### config.mk
export PLATFORM = sky130hd
export DESIGN_NAME = muldiv_seq
export DESIGN_NICKNAME = d
export VERILOG_FILES = /design/src/rtl/muldiv_seq.sv
export SDC_FILE = /design/constraint.sdc
export NUM_CORES = 1
export LEC_CHECK = 0
export CAP_MARGIN = 0
export CORE_ASPECT_RATIO = 0.5
export CORE_MARGIN = 4
export CORE_UTILIZATION = 49
export DETAILED_ROUTE_END_ITERATION = 6
export PLACE_DENSITY_LB_ADDON = 0.1
export SYNTH_ARGS = -nofsm -noshare
export SYNTH_HDL_FRONTEND = slang
export SYNTH_SLANG_ARGS = --single-unit
### constraint.sdc
create_clock -name clk -period 4 [get_ports clk]
set_input_delay 0.8 -clock clk [delete_from_list [all_inputs] [get_ports clk]]
set_output_delay 0.8 -clock clk [all_outputs]
set_load 0.01 [all_outputs]
### src/rtl/muldiv_seq.sv
// ---------------------------------------------------------------------------
// muldiv_seq -- sequential 32-bit multiply/divide unit with HI/LO registers.
//
// One operation takes 34 clock edges from the accepted start to the HI/LO
// update: PREP (1 edge) turns the operands into magnitudes, RUN (32 edges)
// does one bit per edge (shift-add multiply or restoring divide), and FIX
// (1 edge) applies the result signs and writes HI/LO.
//
// Ports:
//   clk     in   system clock, rising edge
//   rst_n   in   asynchronous active-low reset
//   start   in   launch request, only looked at in IDLE
//   op_div  in   0 = multiply, 1 = divide
//   sgn     in   1 = signed operands, 0 = unsigned
//   a       in   multiplicand / dividend / mthi-mtlo write data
//   b       in   multiplier / divisor
//   mthi    in   write a into HI (IDLE only)
//   mtlo    in   write a into LO (IDLE only)
//   busy    out  high whenever an operation is in flight
//   done    out  one-cycle pulse after HI/LO are written by an operation
//   hi, lo  out  HI and LO registers
//   div0    out  last operation was a divide by zero
// ---------------------------------------------------------------------------
module muldiv_seq #(
    parameter int WIDTH = 32
) (
    input  logic             clk,
    input  logic             rst_n,
    input  logic             start,
    input  logic             op_div,
    input  logic             sgn,
    input  logic [WIDTH-1:0] a,
    input  logic [WIDTH-1:0] b,
    input  logic             mthi,
    input  logic             mtlo,
    output logic             busy,
    output logic             done,
    output logic [WIDTH-1:0] hi,
    output logic [WIDTH-1:0] lo,
    output logic             div0
);

    typedef enum logic [1:0] {
        IDLE = 2'd0,
        PREP = 2'd1,
        RUN  = 2'd2,
        FIX  = 2'd3
    } state_t;

    state_t           state_q, state_d;
    logic [4:0]       cnt_q, cnt_d;
    logic [WIDTH-1:0] a_q, a_d;        // captured a, then |a| (multiplicand)
    logic [WIDTH-1:0] b_q, b_d;        // captured b, then |b| (divisor)
    logic             op_div_q, op_div_d;
    logic             sgn_q, sgn_d;
    logic             neg_res_q, neg_res_d;   // product / quotient negative
    logic             neg_rem_q, neg_rem_d;   // remainder negative
    logic [WIDTH-1:0] acc_q, acc_d;    // product high half / partial remainder
    logic [WIDTH-1:0] mq_q, mq_d;      // multiplier / dividend-quotient
    logic [WIDTH-1:0] hi_q, hi_d;
    logic [WIDTH-1:0] lo_q, lo_d;
    logic             done_q, done_d;
    logic             div0_q, div0_d;

    // Datapath helpers
    logic [WIDTH-1:0]   abs_a, abs_b;
    logic               b_zero;
    logic [WIDTH:0]     mul_sum;
    logic [WIDTH:0]     div_shift;
    logic               div_ge;
    logic [2*WIDTH-1:0] prod;

    assign abs_a  = (sgn_q && a_q[WIDTH-1]) ? (~a_q + 1'b1) : a_q;
    assign abs_b  = (sgn_q && b_q[WIDTH-1]) ? (~b_q + 1'b1) : b_q;
    assign b_zero = (b_q == '0);

    // Multiply step: add multiplicand when the current multiplier bit is set,
    // then shift the whole {acc, mq} pair right by one.
    assign mul_sum = {1'b0, acc_q} + (mq_q[0] ? {1'b0, a_q} : {(WIDTH+1){1'b0}});

    // Divide step: shift the next dividend bit into the remainder and try
    // subtracting the divisor; keep the difference only if it did not go negative.
    assign div_shift = {acc_q, mq_q[WIDTH-1]};
    assign div_ge    = (div_shift >= {1'b0, b_q});

    assign prod = {acc_q, mq_q};

    always_comb begin
        state_d   = state_q;
        cnt_d     = cnt_q;
        a_d       = a_q;
        b_d       = b_q;
        op_div_d  = op_div_q;
        sgn_d     = sgn_q;
        neg_res_d = neg_res_q;
        neg_rem_d = neg_rem_q;
        acc_d     = acc_q;
        mq_d      = mq_q;
        hi_d      = hi_q;
        lo_d      = lo_q;
        done_d    = 1'b0;
        div0_d    = div0_q;

        unique case (state_q)
            IDLE: begin
                if (start) begin
                    // A start wins over a simultaneous move: the move is dropped.
                    state_d  = PREP;
                    a_d      = a;
                    b_d      = b;
                    op_div_d = op_div;
                    sgn_d    = sgn;
                    div0_d   = 1'b0;
                end else begin
                    if (mthi) hi_d = a;
                    if (mtlo) lo_d = a;
                end
            end
            PREP: begin
                state_d   = RUN;
                cnt_d     = 5'd0;
                neg_res_d = sgn_q & (a_q[WIDTH-1] ^ b_q[WIDTH-1]);
                neg_rem_d = sgn_q & a_q[WIDTH-1];
                // Divide by zero returns the raw dividend in HI, so keep it as is.
                a_d       = (op_div_q && b_zero) ? a_q : abs_a;
                b_d       = abs_b;
                acc_d     = '0;
                mq_d      = op_div_q ? abs_a : abs_b;
            end
            RUN: begin
                cnt_d = cnt_q + 5'd1;
                if (cnt_q == 5'd31) state_d = FIX;
                if (op_div_q) begin
                    acc_d = div_ge ? (div_shift[WIDTH-1:0] - b_q) : div_shift[WIDTH-1:0];
                    mq_d  = {mq_q[WIDTH-2:0], div_ge};
                end else begin
                    {acc_d, mq_d} = {mul_sum, mq_q[WIDTH-1:1]};
                end
            end
            FIX: begin
                state_d = IDLE;
                done_d  = 1'b1;
                if (!op_div_q) begin
                    {hi_d, lo_d} = neg_res_q ? (~prod + 1'b1) : prod;
                end else if (b_zero) begin
                    lo_d   = '1;
                    hi_d   = a_q;
                    div0_d = 1'b1;
                end else begin
                    lo_d = neg_res_q ? (~mq_q + 1'b1) : mq_q;
                    hi_d = neg_rem_q ? (~acc_q + 1'b1) : acc_q;
                end
            end
            default: state_d = IDLE;
        endcase
    end

    always_ff @(posedge clk or negedge rst_n) begin
        if (!rst_n) begin
            state_q   <= IDLE;
            cnt_q     <= 5'd0;
            a_q       <= '0;
            b_q       <= '0;
            op_div_q  <= 1'b0;
            sgn_q     <= 1'b0;
            neg_res_q <= 1'b0;
            neg_rem_q <= 1'b0;
            acc_q     <= '0;
            mq_q      <= '0;
            hi_q      <= '0;
            lo_q      <= '0;
            done_q    <= 1'b0;
            div0_q    <= 1'b0;
        end else begin
            state_q   <= state_d;
            cnt_q     <= cnt_d;
            a_q       <= a_d;
            b_q       <= b_d;
            op_div_q  <= op_div_d;
            sgn_q     <= sgn_d;
            neg_res_q <= neg_res_d;
            neg_rem_q <= neg_rem_d;
            acc_q     <= acc_d;
            mq_q      <= mq_d;
            hi_q      <= hi_d;
            lo_q      <= lo_d;
            done_q    <= done_d;
            div0_q    <= div0_d;
        end
    end

    assign busy = (state_q != IDLE);
    assign done = done_q;
    assign hi   = hi_q;
    assign lo   = lo_q;
    assign div0 = div0_q;

endmodule

==> impl_summary.md, run 1 <==
Run status
The flow ran to the end, and the final reports show no timing, DRC or antenna violations.

GRT
The initial antenna violation count is 3. Entering global routing, the biggest net connects 100 pins. The first global-routing pass estimated ~120,000 microns of wire. The overall routing resource usage is 38.17%. The via count of the first global-routing pass is between 15,000 and 20,000. The global-route congestion overflow total is 0.

Timing
The worst clock skew is 13.49 ps. The worst relative slew slack is 8.863%. The post-route minimum period is ~3800 ps.

The measured slew at the worst slew-check pin is 1357 ps. The final worst-path cycle share is 95.66%. For this run, the top clock speed supported by timing is 261.3 MHz.

Setup violations remaining at the end of the flow were counted as 0. The hold violation total from the final report is 0. The summed negative setup slack over all endpoints is 0 ps.

Setup repair after global routing left no endpoint under its margin. On the final layout, the worst hold slack is around 280 ps. The count of final max-slew check failures came to 0.

Placed design
The detailed-placement wirelength estimate is 61,100 microns. The area after detailed placement is a little over 20,000 sq um. The quantity of I/O buffers inserted on ports is about 140. At the end of routability-driven placement, the weighted congestion stood at between 1 and 1.5.

Clocking
The clock passes through at most 3 buffers. The clock buffer count from CTS is 21. The clock-pin slew on the worst setup and hold paths is roughly 70 ps. Clock tree synthesis found a total of a little over 200 sinks. The number of hold buffers added after CTS was 0. Clock latency on the worst-skew pair, taken at its later pin, is around 540 ps.

TritonCTS built the clock tree. The number of setup buffers added after CTS is 0. The buffer type at the clock tree root is clkbuf_16. The deepest level of the CTS H-tree is 1. The number of cells upsized or downsized after cts is 0.

Pwr
The power per cell area is about 1100 nW/um^2. Total power for the finished layout comes to between 20 and 25 mW. VDD sags by at most 474.8 uV. Summed over all cells, the static leakage comes to between 8 and 9 nW.

Hold path
The min-delay analysis places its worst path in the category in2async.

Flow run
Across the run, the number of max-cap violations was 0.

Logic synthesis
Yosys mapped a number of flops with a built-in enable equal to 0. The prevailing post-synth register cell is dfrtp_1. For this run, asynchronously set or reset flops after synthesis account for between 90% and 100%. The number of instances in the synthesized netlist is approximately 2,300. Yosys printed 0 warnings. In this run the cell area of the synthesized design comes to 18,000 sq um. The netlist uses 80 different library cells. A synthesized cell averages 7.665 sq um.

Counting flops and latches in the post-synthesis netlist gives a little over 200. The number of nets in the synthesized netlist is 2,496. The sequential share of the synthesized area is between 20 and 30%.

Route
The via count of the routed design is 19,366. The number of antenna-violating nets in the routed design is 0. The average wire length per cell after detail routing is 26.44 microns.

The post-detailed-routing wire length is 78,360 microns. Using the TritonRoute via totals, the vias-per-cell ratio works out to roughly 6.5. The number of search-and-repair iterations in the first detailed-routing pass is 7. In this run, the number of DRC markers left after iteration 0 of detailed routing was 2,718.

For this run, design rule violations remaining after detail routing come to 0.

Floorplan
The floorplan step defined a die boundary enclosing approximately 40,000 sq um. From bottom edge to top edge, the die measures roughly 140 microns. The die is 279.1 microns wide. The area of the core region is between 30,000 and 40,000 sq um. In this run the core area contains 49 standard-cell rows. For this configuration, the core starts out at a cell density of around half. During I/O placement, the number of pins put on the boundary was about 140.

Critical path
The maximum fanout along the worst path is 11. The arrival time of the worst setup path is 4180 ps. The type of element launching the critical path is a flop.

The classification of the worst setup path is reg2reg. The worst setup path is captured at a flop. The required time reported for the critical path endpoint is around 4400 ps.

Final layout
After the last flow step, the layout net total stands at between 2,000 and 3,000. The ratio of cells with drive above 1 in the final layout is a little under a tenth. Fill cells in the final layout number ~3,400.

The final core area utilization is roughly 58%. The synthesis-to-layout area growth is 16.77%. The area of all placed cells without fillers is roughly 21,000 sq um.
-- layout by cell type (no fill, tap or decap), types with 9 or more instances in the layout --
| cell type | count |
|---|---|
| a211oi_1 | 22 |
| a21o_1 | 44 |
| a21oi_1 | 202 |
| a311oi_1 | 9 |
| a31o_2 | 12 |
| a31oi_1 | 36 |
| and2_1 | 39 |
| and3_1 | 13 |
| buf_4 | 121 |
| clkbuf_16 | 21 |
| clkdlybuf4s50_1 | 136 |
| dfrtp_1 | 204 |
| ha_1 | 71 |
| inv_1 | 88 |
| mux2_2 | 15 |
| mux2i_1 | 29 |
| mux4_2 | 15 |
| nand2_1 | 255 |
| nand2b_1 | 18 |
| nand3_1 | 76 |
| nand4_1 | 23 |
| nor2_1 | 180 |
| nor3_1 | 61 |
| nor4_1 | 20 |
| o211ai_1 | 46 |
| o21a_1 | 15 |
| o21ai_0 | 259 |
| o221ai_1 | 10 |
| o22ai_1 | 67 |
| o31ai_1 | 23 |
| or3_1 | 25 |
| or4_1 | 11 |
| xnor2_1 | 118 |
| xor2_1 | 46 |
-- layer usage --
| layer | vias up | part of all wire, % | global-route usage (%) | routed length (microns) |
|---|---|---|---|---|
| li1 | 8806 | - | - | - |
| met1 | 9200 | 44 | 56.00 | 34090 |
| met2 | 1232 | 38 | 50.88 | 29420 |
| met3 | 124 | 16 | 17.00 | 12750 |
| met4 | 4 | 2.6 | 8.924 | 2068 |
| met5 | - | 0.036 | 0 | 28 |
-- cells in the mapped netlist, drive strengths merged (7+ instances only) --
master	instances	area, sq um
a211oi	22	165.2
a21boi	7	52.55
a21o	44	330.3
a21oi	204	1021
a22oi	8	60.06
a311oi	9	78.83
a31o	12	105.1
a31oi	36	225.2
and2	39	244.0
and3	13	81.33
buf	17	87.58
clkbuf	151	640.6
dfrtp	205	5130
ha	74	925.9
inv	90	337.8
mux2	15	168.9
mux2i	29	290.3
mux4	15	337.8
nand2	255	957.2
nand2b	18	112.6
nand3	76	380.4
nand4	23	143.9
nor2	181	681.9
nor2b	7	43.79
nor3	62	310.3
nor4	21	137.6
o211ai	46	345.3
o21a	15	112.6
o21ai	264	1325
o21bai	8	60.06
o221ai	10	87.58
o22ai	67	419.2
o31ai	24	193.9
o41ai	8	70.07
or3	25	156.4
or4	12	93.84
xnor2	118	1033
xor2	46	402.9
-- where the power goes --
| group | switching [mW] | internal (mW) |
|---|---|---|
| clock | 0.945 | 1.15 |
| combinational | 10.1 | 6.07 |
| sequential | 1.44 | 3.10 |
| total | 12.5 | 10.3 |
-- final cells by class --
| cell class | instances | area (sq um) | area share, % |
|---|---|---|---|
| clock buffers | 26 | 574.3 | 2.732 |
| clock inverters | 10 | 108.9 | 0.5178 |
| well taps | 484 | 605.6 | 2.880 |
| multi-input cells | 1884 | 11870 | 56.47 |
| inverters | 91 | 341.6 | 1.625 |
| diodes | 1 | 2.502 | 0.01190 |
| flip-flops and latches | 205 | 5134 | 24.42 |
| repair buffers | 263 | 2385 | 11.34 |
-- worst max-delay path: stages (launching register included) --
cell,delay (ps)
dfrtp_1,460
inv_1,110
ha_1,370
nand3_1,200
o21bai_1,180
a21o_1,200
and3b_1,330
a31o_2,210
a21oi_1,90
a21oi_1,950
buf_4,320
a211o_1,140
a221oi_1,60
-- metrics by stage --
| step | setup slack, ps | instances |
|---|---|---|
| final | 173.6 | 2964 |
| after detailed placement | 244.2 | 2927 |
| after floorplan | 765.3 | 2349 |
| after global placement | 335.8 | 2927 |
| after CTS | 234.3 | 2963 |
| after global routing | 32.41 | 2963 |
-- sequential cells by signal (all words and copies together), names as in the netlist --
| register | flops |
|---|---|
| neg_rem_q | 1 |
| done | 1 |
| acc_q | 32 |
| lo | 32 |
| hi | 32 |
| op_div_q | 1 |
| state_q | 2 |
| a_q | 32 |
| div0 | 1 |
| sgn_q | 1 |
| mq_q | 32 |
| cnt_q | 5 |
| b_q | 32 |
| neg_res_q | 1 |
-- logic make-up after synthesis --
kind of cell             after synthesis  share of synthesized area (%)
XOR/XNOR                             164                          7.978
multiplexers                          59                          4.427
flip-flops                           205                          28.49
adder cells (fa/ha/maj)               76                          5.365
AO/OA/AOI/OAI                        829                          28.12
AND/OR/NAND/NOR                      756                          19.62
buffers and inverters                260                          5.997
-- path summary, 6_finish.rpt --
kind,depth (start not counted),startpoint,end,slack [ps]
worst max-delay path,12,b_q[3],acc_q[1],170
worst max register to register,12,b_q[3],acc_q[1],170
min in group clk,2,lo[6],lo[6],480
worst min-delay path,1,rst_n,lo[2],280
max in group asynchronous,2,rst_n,acc_q[31],2800
worst min register to register,2,lo[6],lo[6],480
Note: power is estimated with default switching activity, not from simulation.
==> run 2, diff against run 1 <==
==> constraint.sdc (replaced) <==
create_clock -name clk -period 4.25 [get_ports clk]
set_input_delay 0.85 -clock clk [delete_from_list [all_inputs] [get_ports clk]]
set_output_delay 0.85 -clock clk [all_outputs]
set_load 0.01 [all_outputs]
==> impl_summary.md, run 2 (same netlist as run 1, synthesis figures left out) <==
Route
The average wire length per cell after detail routing came to 26.94 microns (+1.9%). The post-detailed-routing wire length is 78,600 microns (+0.30%). The number of search-and-repair iterations in the first detailed-routing pass came to 7 (unchanged). The number of remaining DRC errors is 18 (+18). The via count of the routed design is 19,419 (+0.27%).

The number of DRC markers in iteration 0 is 3,400 (+25%). The via-per-instance ratio is 6.657 (+1.9%). The number of antenna-violating nets in the routed design was 0 (unchanged).

Clocking
The post-cts hold buffer count is 0 (unchanged). The number of cells upsized or downsized after cts is 0 (unchanged). The clock insertion delay at the later pin of the skew report came to 570 ps (+30 ps). The number of setup buffers added after CTS is 0 (unchanged). The clock sink count is 205 (unchanged).

The clock-pin slew on the worst setup and hold paths came to 70 ps (about the same). The clock buffer count from CTS is 22 (+4.8%). TritonCTS built the clock tree. The number of buffers on the longest clock path is 3 (unchanged). The buffer type at the clock tree root is clkbuf_16.

The deepest level of the CTS H-tree came to 1 (unchanged).

Floorplan
The die outline width is 279.1 microns (unchanged). The number of ports placed on the die boundary is 138 (unchanged). The starting density of the core is 49.86% (unchanged).

The height of the die came to 143.5 microns (unchanged). The area enclosed by the die boundary was 40,060 sq um (unchanged). The area of the core region is 36,110 sq um (unchanged). The count of standard-cell rows is 49 (unchanged).

Critical path
The required time reported for the critical path endpoint came to 4680 ps (+330 ps). The type of element launching the critical path is a flop. The origin of the critical flop-to-flop path is mq_q[11]. In this run the critical register-to-register path is captured at hi[20].

The register-to-register path setup slack is 390 ps (+220 ps). The arrival time of the worst setup path is 4290 ps (+110 ps). The maximum fanout along the worst path is 8 (-3). STA classifies the critical path endpoint as a flop. The classification of the worst setup path is reg2reg.

The cell depth of the worst flop-to-flop path was 8 (-4).

GRT
The largest net degree at the start of global routing was 87 (-13%). The via count of the first global-routing pass came to 17,660 (+1.9%). The initial antenna violation count is 3 (unchanged). The global-route congestion overflow total is 0 (unchanged). The global-route wire length before repair is 116,400 microns (+1.2%). The overall routing resource usage is 38.36% (+0.19 points).

Timing
The final setup violation count was 0 (unchanged). Setup repair after global routing left no endpoint under its margin. The hold violation total from the final report came to 0 (unchanged). The count of final max-slew check failures came to 0 (unchanged).

The final worst-path cycle share is 90.80% (-4.9 points). The measured slew at the worst slew-check pin is 1271 ps (-86.75 ps). The worst setup slack after layout is 391.1 ps (+217.5 ps). The post-route minimum period is 3859 ps (+32.45 ps). The worst relative slew slack is 14.98% (+6.1 points). The worst hold margin came to 276.5 ps (-0.8150 ps).

The summed negative setup slack over all endpoints came to 0 ps (unchanged). The worst clock skew is 38.66 ps (+25.17 ps). The maximum clock rate is 259.1 MHz (-0.84%).

Hold path
The path class of the lowest-slack min-delay path is in2async.

Final layout
The number of diodes is 0 (-1). The ratio of cells with drive above 1 in the final layout is 7.439% (-1.9 points). Leaving out fill and tap cells, the most frequent cells in the layout are o21ai_0 (259), nand2_1 (255), dfrtp_1 (204). The commonest non-fill, non-tap cell in the layout is o21ai_0. The final core area utilization is 57.08% (-1.1 points). The count of fill cells added during filler insertion is 3,451 (+0.41%). The number of nets in the layout was 2,566 (-1.8%). The non-filler instance count after layout is 2,917 (-1.6%). The synthesis-to-layout area growth is 14.48%.

The area of all placed cells without fillers is 20,610 sq um (-2.0%).

Placed design
The detailed-placement wirelength estimate is 60,040 microns (-1.7%). The area after detailed placement is 19,930 sq um (-2.0%). The count of placed standard cells including taps came to 2,879 (-1.6%). The quantity of I/O buffers inserted on ports is 137 (unchanged). The weighted congestion at the end of routability-driven global placement was 1.042 (-0.93%). The worst setup slack before clock tree synthesis is 585.2 ps (+341.0 ps).

Pwr
The power share of the clock group is 9.3% (about the same). The total power came to 21.18 mW (-7.3%). The proportion of power drawn by flip-flops and latches is 21.4% (+1.5 points). The power per cell area is 1028 nW/um^2 (-5.4%).

The cell-internal power is 9.352 mW (-9.4%). The peak ir drop on the vdd network was 497.4 uV (+4.8%). The portion of total power attributed to combinational logic is 69.3% (-1.6 points). The share of total power consumed by net switching is 55.85% (+1.0 points). The leakage power total is 8.389 nW (-3.0%).

The net switching power of the design is 11.83 mW (-5.6%).

Flow run
The count of max-cap constraint violations is 0 (unchanged).

Run status
The final reports fail on DRC. The flow ran to the end, but the final reports show violations.
-- run 2: worst max path at each step --
stage,startpoint,end,cells after the start
after CTS,mq_q[11],hi[20],8
final,mq_q[11],hi[20],8
after floorplan,b_q[18],acc_q[10],14
after detailed placement,mq_q[11],hi[20],8
after global routing,mq_q[11],hi[20],8
after global placement,mq_q[11],hi[20],8
-- run 2: critical path, stage by stage, from the launching register on --
cell,delay (ps)
dfrtp_1,450
or4_4,560
or4_1,550
or3_1,420
or4_1,710
nand2_1,330
a21oi_1,110
o21ai_0,450
a21oi_1,130
-- run 2: per-layer routing --
metal	track usage (%)	share of wire [%]	vias to the layer above
met5	0.9324	0.094	-
li1	-	-	8684
met1	56.65	44	9247
met4	9.750	3.2	4
met2	50.55	37	1288
met3	16.56	16	196
-- run 2: cell type report --
cell class	instances	area, sq um	area share (%)
clock inverter	8	82.58	0.4007
timing repair buffer	215	1974	9.579
inverter	91	341.6	1.657
sequential	205	5134	24.91
clock buffer	30	600.6	2.914
tap	484	605.6	2.938
multi-input combinational	1884	11870	57.60
-- run 2: power groups by stage --
stage | logic, mW | registers (mW) | clock network, mW
after detailed placement | 14.0 | 4.43 | 0
after global placement | 14.0 | 4.41 | 0
after floorplan | 9.42 | 3.81 | 0
after global routing | 15.7 | 4.61 | 2.05
after CTS | 14.1 | 4.40 | 1.96
final | 14.7 | 4.52 | 1.98
